## src/rtl/curl_pkg.sv

```systemverilog
// Shared definitions for the Curl transform driver: block geometry, trit codes and FSM states.
package curl_pkg;

    localparam int unsigned HASH_LENGTH = 243;
    localparam int unsigned BLK_W       = 2 * HASH_LENGTH;

    localparam logic [1:0] TRIT_POS  = 2'b01;
    localparam logic [1:0] TRIT_ZERO = 2'b00;
    localparam logic [1:0] TRIT_NEG  = 2'b11;
    localparam logic [1:0] TRIT_INV  = 2'b10;

    typedef enum logic [2:0] {
        IDLE,
        LOAD_LO,
        LOAD_HI,
        WAIT,
        ERR,
        RESP
    } curl_drv_state_t;

    // True for the three balanced-ternary codes the transform unit understands.
    function automatic logic trit_legal(input logic [1:0] t);
        return (t == TRIT_POS) || (t == TRIT_ZERO) || (t == TRIT_NEG);
    endfunction

endpackage

```

## src/rtl/curl_trit_check.sv

```systemverilog
// Combinational scan of a full block: flags any trit carrying the illegal code.
module curl_trit_check
    import curl_pkg::*;
(
    input  logic [BLK_W-1:0] blk,
    output logic             illegal_c
);

    always_comb begin
        illegal_c = 1'b0;
        for (int unsigned k = 0; k < HASH_LENGTH; k++) begin
            if (!trit_legal(blk[2*k +: 2])) begin
                illegal_c = 1'b1;
            end
        end
    end

endmodule

```

## src/rtl/curl_hash_driver.sv

```systemverilog
// Initiator for the multicycle Curl transform: loads a block in two halves, waits, returns the result.
// Optional WAIT watchdog enabled by defining CURL_DRV_TIMEOUT_EN.
module curl_hash_driver
    import curl_pkg::*;
#(
    parameter int unsigned CNT_W = 16
`ifdef CURL_DRV_TIMEOUT_EN
    ,
    parameter int unsigned TIMEOUT_CYCLES = 65535
`endif
) (
    input  logic                   i_clk,
    input  logic                   i_rst_n,
    input  logic                   i_blk_valid,
    output logic                   o_blk_ready,
    input  logic [BLK_W-1:0]       i_blk,
    output logic                   o_res_valid,
    input  logic                   i_res_ready,
    output logic [BLK_W-1:0]       o_res,
    output logic                   o_res_err,
    output logic                   o_busy,
    output logic [CNT_W-1:0]       o_blk_cnt,
    output logic                   o_curl_first_part,
    output logic                   o_curl_new_hash,
    output logic [HASH_LENGTH-1:0] o_curl_hash,
    input  logic [BLK_W-1:0]       i_curl_hash,
    input  logic                   i_curl_finish
);

    curl_drv_state_t          state;
    logic [HASH_LENGTH-1:0]   blk_hi;
    logic                     blk_illegal_c;

`ifdef CURL_DRV_TIMEOUT_EN
    localparam int unsigned TMO_W = $clog2(TIMEOUT_CYCLES + 1);
    logic [TMO_W-1:0] wait_cnt;
`endif

    curl_trit_check u_trit_check (
        .blk       (i_blk),
        .illegal_c (blk_illegal_c)
    );

    // The low half goes straight from the input port into the first load; only the high half is kept.
    always_ff @(posedge i_clk or negedge i_rst_n) begin
        if (!i_rst_n) begin
            state             <= IDLE;
            blk_hi            <= '0;
            o_blk_ready       <= 1'b1;
            o_res_valid       <= 1'b0;
            o_res             <= '0;
            o_res_err         <= 1'b0;
            o_busy            <= 1'b0;
            o_blk_cnt         <= '0;
            o_curl_first_part <= 1'b0;
            o_curl_new_hash   <= 1'b0;
            o_curl_hash       <= '0;
`ifdef CURL_DRV_TIMEOUT_EN
            wait_cnt          <= '0;
`endif
        end else begin
            case (state)
                IDLE: begin
                    if (i_blk_valid && o_blk_ready) begin
                        o_blk_ready <= 1'b0;
                        o_busy      <= 1'b1;
                        blk_hi      <= i_blk[BLK_W-1:HASH_LENGTH];
                        if (blk_illegal_c) begin
                            state <= ERR;
                        end else begin
                            state             <= LOAD_LO;
                            o_curl_first_part <= 1'b1;
                            o_curl_hash       <= i_blk[HASH_LENGTH-1:0];
                        end
                    end
                end
                LOAD_LO: begin
                    o_curl_first_part <= 1'b0;
                    o_curl_new_hash   <= 1'b1;
                    o_curl_hash       <= blk_hi;
                    state             <= LOAD_HI;
                end
                LOAD_HI: begin
                    o_curl_new_hash <= 1'b0;
                    o_curl_hash     <= '0;
                    state           <= WAIT;
`ifdef CURL_DRV_TIMEOUT_EN
                    wait_cnt        <= '0;
`endif
                end
                WAIT: begin
                    // A finish arriving together with the timeout still delivers the real result.
                    if (i_curl_finish) begin
                        o_res       <= i_curl_hash;
                        o_res_err   <= 1'b0;
                        o_res_valid <= 1'b1;
                        state       <= RESP;
                    end
`ifdef CURL_DRV_TIMEOUT_EN
                    else if (wait_cnt == TMO_W'(TIMEOUT_CYCLES - 1)) begin
                        o_res       <= '0;
                        o_res_err   <= 1'b1;
                        o_res_valid <= 1'b1;
                        state       <= RESP;
                    end else begin
                        wait_cnt <= wait_cnt + TMO_W'(1);
                    end
`endif
                end
                ERR: begin
                    o_res       <= '0;
                    o_res_err   <= 1'b1;
                    o_res_valid <= 1'b1;
                    state       <= RESP;
                end
                RESP: begin
                    if (i_res_ready) begin
                        o_res_valid <= 1'b0;
                        o_blk_cnt   <= o_blk_cnt + CNT_W'(1);
                        o_busy      <= 1'b0;
                        o_blk_ready <= 1'b1;
                        state       <= IDLE;
                    end
                end
                default: begin
                    state <= IDLE;
                end
            endcase
        end
    end

    strobes_exclusive: assert property (@(posedge i_clk) disable iff (!i_rst_n)
        !(o_curl_first_part && o_curl_new_hash));

    hash_idle_zero: assert property (@(posedge i_clk) disable iff (!i_rst_n)
        (!o_curl_first_part && !o_curl_new_hash) |-> (o_curl_hash == '0));

endmodule

```

## config.mk

```make
export PLATFORM = sky130hd
export DESIGN_NAME = curl_hash_driver
export DESIGN_NICKNAME = d
export VERILOG_FILES = /design/src/rtl/curl_pkg.sv /design/src/rtl/curl_trit_check.sv /design/src/rtl/curl_hash_driver.sv
export SDC_FILE = /design/constraint.sdc
export NUM_CORES = 2
export LEC_CHECK = 0
export CAP_MARGIN = 0
export CORE_AREA = 3 3 667 669
export CTS_BUF_LIST = sky130_fd_sc_hd__clkbuf_16
export DETAILED_ROUTE_END_ITERATION = 12
export DIE_AREA = 0 0 670 672
export GPL_ROUTABILITY_DRIVEN = 0
export SLEW_MARGIN = 20
export SYNTH_ARGS = -nofsm -noshare
export SYNTH_HDL_FRONTEND = slang
export SYNTH_SLANG_ARGS = --single-unit
```

## constraint.sdc

```tcl
create_clock -name i_clk -period 2.8 [get_ports i_clk]
set_input_delay 0.56 -clock i_clk [delete_from_list [all_inputs] [get_ports i_clk]]
set_output_delay 0.56 -clock i_clk [all_outputs]
set_load 0.02 [all_outputs]
```

**Word-level counts from Yosys, hierarchy flattened**

Cells that the tools add are included.

- Bits in registers: 997
- Input bits: 977
- Output and inout port bits: 751
- Word-level logic and storage cells: 1519

- Add/sub/neg operators: 1
- Eq/ne operators: 495
- Muxes and demuxes: 267
- Reduce and logical (&&, ||, !) cells: 745

Operator list:

| operator | number |
|---|---|
| case mux 486 bit (2 select lines) | 1 |
| case mux 243 bit (3 select lines) | 1 |
| == test 2 x 1 -> 1 bit (second input constant) | 243 |
| == test 2 bit (second input constant) | 243 |
| zero test 2 bit | 243 |
| logical OR 1 bit | 486 |
| 2-to-1 mux 243 bit | 2 |
| 2-to-1 mux 486 bit | 1 |
| 2-to-1 mux 1 bit | 251 |
| case mux 3 bit (6 select lines) | 1 |
| adder 16 x 1 -> 16 bit (second input constant) | 1 |
| AND reduction 3 bit | 5 |
| 2-to-1 mux 3 bit | 4 |
| case mux 1 bit (2 select lines) | 5 |
| inequality test 2 bit (second input constant) | 4 |
| nonzero test 2 bit | 4 |
| == test 3 x 2 -> 1 bit (second input constant) | 2 |
| == test 3 bit (second input constant) | 2 |
| AND reduction 2 bit | 3 |
| nonzero test 3 bit | 2 |
| == test 3 x 1 -> 1 bit (second input constant) | 1 |
| zero test 3 bit | 1 |
| case mux 1 bit (3 select lines) | 1 |
| logical AND 1 bit | 1 |

**Longest topological paths before layout**

- Depth in word-level cells: 249
- Gate-level depth with buffers: 10
- Mapped depth without buffers: 7

**Hierarchy**

Synthesis repeated with hierarchy kept, for this count alone.

- Cell total of the unflattened synthesis: 3131
- Area, all modules: 39640.5 µm²

Modules (own cells, without submodules):

| module | instances | cells an instance | area each (µm²) | seq. area each (µm²) |
|---|---|---|---|---|
| curl_hash_driver | 1 | 2803 | 37613.6 | 24950.2 |
| curl_trit_check | 1 | 328 | 2026.9 | 0.0 |

**Worst setup path after synthesis**

OpenSTA, ideal clock, no wires.

- Path type: input to register
- Start point: input port i_blk[408]
- End point: register o_curl_hash[151]
- Library setup time: 79 ps
- Data arrival time: 2486 ps
- Data required time: 2721 ps
- Path slack: 235 ps
- Stages: 10
- Buffers on the path: 3
- Cells stage by stage: nand2b_1 -> o2111ai_1 -> nor4_1 -> nand4_1 -> or4_1 -> clkbuf_1 -> a21oi_4 -> buf_4 -> buf_2 -> a2bb2oi_1

- Longest elaborated chain between the ends: 44
- Elaborated cells between the ends (all ways): 46
- Classes of those cells: eq/ne: 3; mux: 39; reduce/logical: 4

Ends and longest elaborated chain:

| what | line | source |
|---|---|---|
| from (decl) | curl_hash_driver.sv:16 | `input logic [BLK_W-1:0] i_blk,` |
| == test 2 x 1 -> 1 bit / zero test 2 bit (equally long branches) | curl_pkg.sv:23 | `return (t == TRIT_POS) \|\| (t == TRIT_ZERO) \|\| (t == TRIT_NEG);` |
| logical OR 1 bit | curl_pkg.sv:23 |  |
| logical OR 1 bit * | curl_pkg.sv:23 |  |
| 2-to-1 mux 1 bit * (39 in a row) | curl_trit_check.sv:12 | `if (!trit_legal(blk[2*k +: 2])) begin` |
| inequality test 2 bit (no source line) * | n/a |  |
| AND reduction 3 bit (no source line) * | n/a |  |
| to (signal assigned) | curl_hash_driver.sv:73 | `o_curl_hash <= i_blk[HASH_LENGTH-1:0];` |
| to (signal assigned) | curl_hash_driver.sv:80 | `o_curl_hash <= blk_hi;` |
| to (decl) | curl_hash_driver.sv:25 | `output logic [HASH_LENGTH-1:0] o_curl_hash,` |

Mark *: on every way between the ends. The rest lies on a longest branch, timed or not.
A chain may end at the register's enable or synchronous reset.

**Final worst setup path**

- Start point: input port i_blk[151]
- End point: register o_curl_hash[183]

- Longest elaborated chain between the ends: 173
- Elaborated cells between the ends (all ways): 175
- Classes of those cells: eq/ne: 3; mux: 168; reduce/logical: 4

Ends and longest elaborated chain:

| what | line |
|---|---|
| == test 2 x 1 -> 1 bit / zero test 2 bit (equally long branches) | curl_pkg.sv:23 |
| logical OR 1 bit | curl_pkg.sv:23 |
| logical OR 1 bit * | curl_pkg.sv:23 |
| 2-to-1 mux 1 bit * (168 in a row) | curl_trit_check.sv:12 |
| inequality test 2 bit (no source line) * | n/a |
| AND reduction 3 bit (no source line) * | n/a |

Marked as above.

==> run metrics <==
outcome=finished with violations; violated checks=hold timing, setup timing; worst r2r src=state[0]; fmax=346 MHz; H-Tree Level Count=4; Hold Path End=blk_hi[50]; clock buffer depth=4; WP buf/inv=5; IO Port Bufs=1727; Routed WL per cell=40.1 um; DIE HEIGHT=672 um; CTS root buffer=clkbuf_16; CP max FO=10; first-pass GRT wire length=561 mm; Post-Syn Area=40600 um2; Yosys reg bits=997; M2 GR Usage=35.7%; initial antenna violation count=362; IO Count=1728; drt initial violations=4062; Worst Hold Class=primary input to register; EDFF count, synth=0; CP peak stage delay=0.57 ns; vias in the first global route=42700; kind of cell adding the most delay to the critical path=simple AND/OR/NAND/NOR gates; non-filler cells, final=11600; # DRC=0; die width=670 um; Arrival @ worst endpoint=3.64 ns; R2R cell count=8; Finish-stage setup viols=74; area leader, netlist=dfrtp_1; top cells by area, synth=dfrtp_1 (61%), a32o_1 (12%), nand2_1 (6.3%), a221oi_1 (5.2%), a2bb2oi_1 (5.2%); Hold Crit Depth=3; DRT Pass-1 Iters=6; maximum VDD drop=0.000376 V; crit end category=register; clk_lat worst skew=0.86 ns; via/cell ratio=3.73; fin crit period=2.89 ns; Async SR Flop Fraction=100%; CP Data Required Time=3.55 ns; global-route met1 utilization=18.6%; P_leak=0.0348 uW; Cell Chain, Critical Path=clkdlybuf4s50_1, nand2b_4, o2111ai_4, nor4_4, nand4_1, or4_4, a21oi_4, buf_12, buf_12, clkbuf_16, clkbuf_16, a2bb2oi_1; Clk pin slew, worst setup/hold paths=0.06 ns; Max Cap Viol=0; pin count of the biggest net entering global routing=193; floorplan row count=243; FF-to-FF setup slack=0.21 ns; total CTS buffers=135; Synthesized Nets=4404; Slew Viols, Final=0; Yosys cell types=37; most common cell after layout, fill and taps aside=clkdlybuf4s50_1; Final Skew=0.0703 ns; die area=450000 um2; syn avg cell area=11.9 um2; hold_sp=i_blk[293]; Layout area overhead=90.9%; CTS tree=yes; PwrDens=471 nW/um2; commonest non-fill, non-tap cells in the layout=clkdlybuf4s50_1 (1183), dfrtp_1 (996), nand2_1 (684); Ys Warns=0; Cells after Synth=3426; hold violation count in the final report=1; Final WS setup=-0.0943 ns; Tcrit/Tclk final=103%; M3 GR Usage=8.08%; WHS=-0.000947 ns; GR peak layer=met2; Rel. slew slack=21.4%; antenna-violating nets left=0; Critical R2R Capture=o_curl_hash[82]; net total in the final layout=6506; Util after Layout=17.7%; final wirelength=466 mm; Initial Util=9.26%; fill count=48200; Main synth FF type=dfrtp_1; placed insts=11300; CP Class=primary input to register; share of layout cells above drive strength 1=22.6%; Vias=43400; post-synth top area share=61.3%; clock sink count=997; remaining global-route overflow=0; core footprint=439000 um2; dpl hpwl=404 mm; Worst Tran Pin Value=1.18 ns; Global Route Usage Sum=19.8%; sequential-to-total area share from yosys stat=61.4%; Worst path slowest cell=or4_4; critical path launch point type=primary input
==> worst reg2reg max path: stages, from the launching register on <==
cell	delay (ns)
dfrtp_1	0.62
nor2_1	0.08
buf_4	0.20
nand2_1	0.11
nand2_4	0.26
buf_12	0.36
a221oi_1	0.62
buf_4	0.21
a2bb2oi_1	0.05
==> Yosys cell counts, types with 2 or more instances <==
cell         n
a32o_1     486
nand4_1      8
a21oi_1      2
nand3_1      5
and2_1       2
o221ai_1     2
o2111ai_1   57
xor2_1       5
nor4_1      17
buf_2       32
nor2_1       7
dfrtp_1    996
a2bb2oi_1  243
buf_4       12
nand2_1    687
o22ai_1      6
nor3_1       5
o21ai_0     32
buf_1       13
clkbuf_1   294
nand2b_1   173
inv_1       74
and3_1       2
xnor2_1     11
a221oi_1   243
==> stage by stage <==
step | setup TNS, ns | setup WS [ns] | hold WS [ns] | cell area (um2) | power [uW]
floorplan | 0 | 0.235 | 0.264 | 40600 | 14800
global placement | -619.00 | -2.59 | 0.457 | 69800 | 18100
detailed placement | -590.57 | -2.51 | 0.462 | 69800 | 18100
CTS | -0.0857 | -0.0231 | 0.00694 | 75900 | 37000
global route | -0.768 | -0.105 | 0.00108 | 77500 | 37600
finish | -2.47 | -0.0943 | -0.000947 | 77600 | 36500
==> layer usage <==
metal | share of wire (%) | vias up
met5 | 0.15 | -
met4 | 7.7 | 110
met3 | 9.9 | 1006
met2 | 51 | 2683
met1 | 31 | 22200
li1 | - | 17500
==> cell families (layout without fill, tap and decap cells) <==
logic type / Yosys count / after routing / synth area share (%)
xor gates and xnor gates: 16 / 16 / 0.345
and+or+nand+nor: 911 / 911 / 9.73
adders and majority gates: 1 / 1 / 0.0308
other: 0 / 120 / 0
DFF: 997 / 997 / 61.4
buffers and inverters: 425 / 2632 / 4.14
AOI/OAI and AO/OA: 1075 / 1075 / 24.3
muxes: 1 / 1 / 0.0277
==> flip-flops by register name, indices dropped and copies added, names as in the netlist <==
| register | cells |
|---|---|
| blk_hi | 243 |
| o_blk_cnt | 16 |
| o_blk_ready | 1 |
| o_busy | 1 |
| o_curl_first_part | 1 |
| o_curl_hash | 243 |
| o_curl_new_hash | 1 |
| o_res | 486 |
| o_res_err | 1 |
| o_res_valid | 1 |
| state | 3 |
==> timing repair <==
| action | 4_1_cts | 5_1_grt |
|---|---|---|
| buffers inserted | 15 | 3 |
| gates resized for setup | 497 | 429 |
| cloned | 6 | 8 |
| endpoints found under the setup margin | 290 | 244 |
| pin swaps | 40 | 50 |
| hold buffers | 2 | 14 |
| hold endpoints to repair | 26 | 14 |
==> power by group <==
part / internal [uW] / switching [uW] / leakage (uW)
combinational: 1930 / 1680 / 0.0186
clock: 10800 / 7690 / 0.00229
sequential: 14400 / 0 / 0.0139
==> worst max path at each step <==
stage	startpoint	endpoint	slack, ns	cells after the start
finish	i_blk[151]	o_curl_hash[183]	-0.09	12
CTS	i_blk[24]	o_curl_hash[81]	-0.02	13
floorplan	i_blk[408]	o_curl_hash[151]	0.23	10
detailed placement	i_blk[24]	o_curl_hash[19]	-2.51	12
global placement	i_blk[138]	o_curl_hash[6]	-2.59	11
global route	i_blk[414]	o_curl_hash[183]	-0.10	13
==> area by class of cell <==
type	instances	area (um2)	share of cell area, %
diodes	120	300	0.387
multi-input cells	2004	16300	21.0
well taps	5880	7360	9.49
flip-flops and latches	997	25000	32.2
clock buffers	137	3430	4.42
clock inverters	105	1100	1.42
repair buffers	2316	23800	30.7
inverters	74	307	0.395
Note: power is estimated with default switching activity, not from simulation.
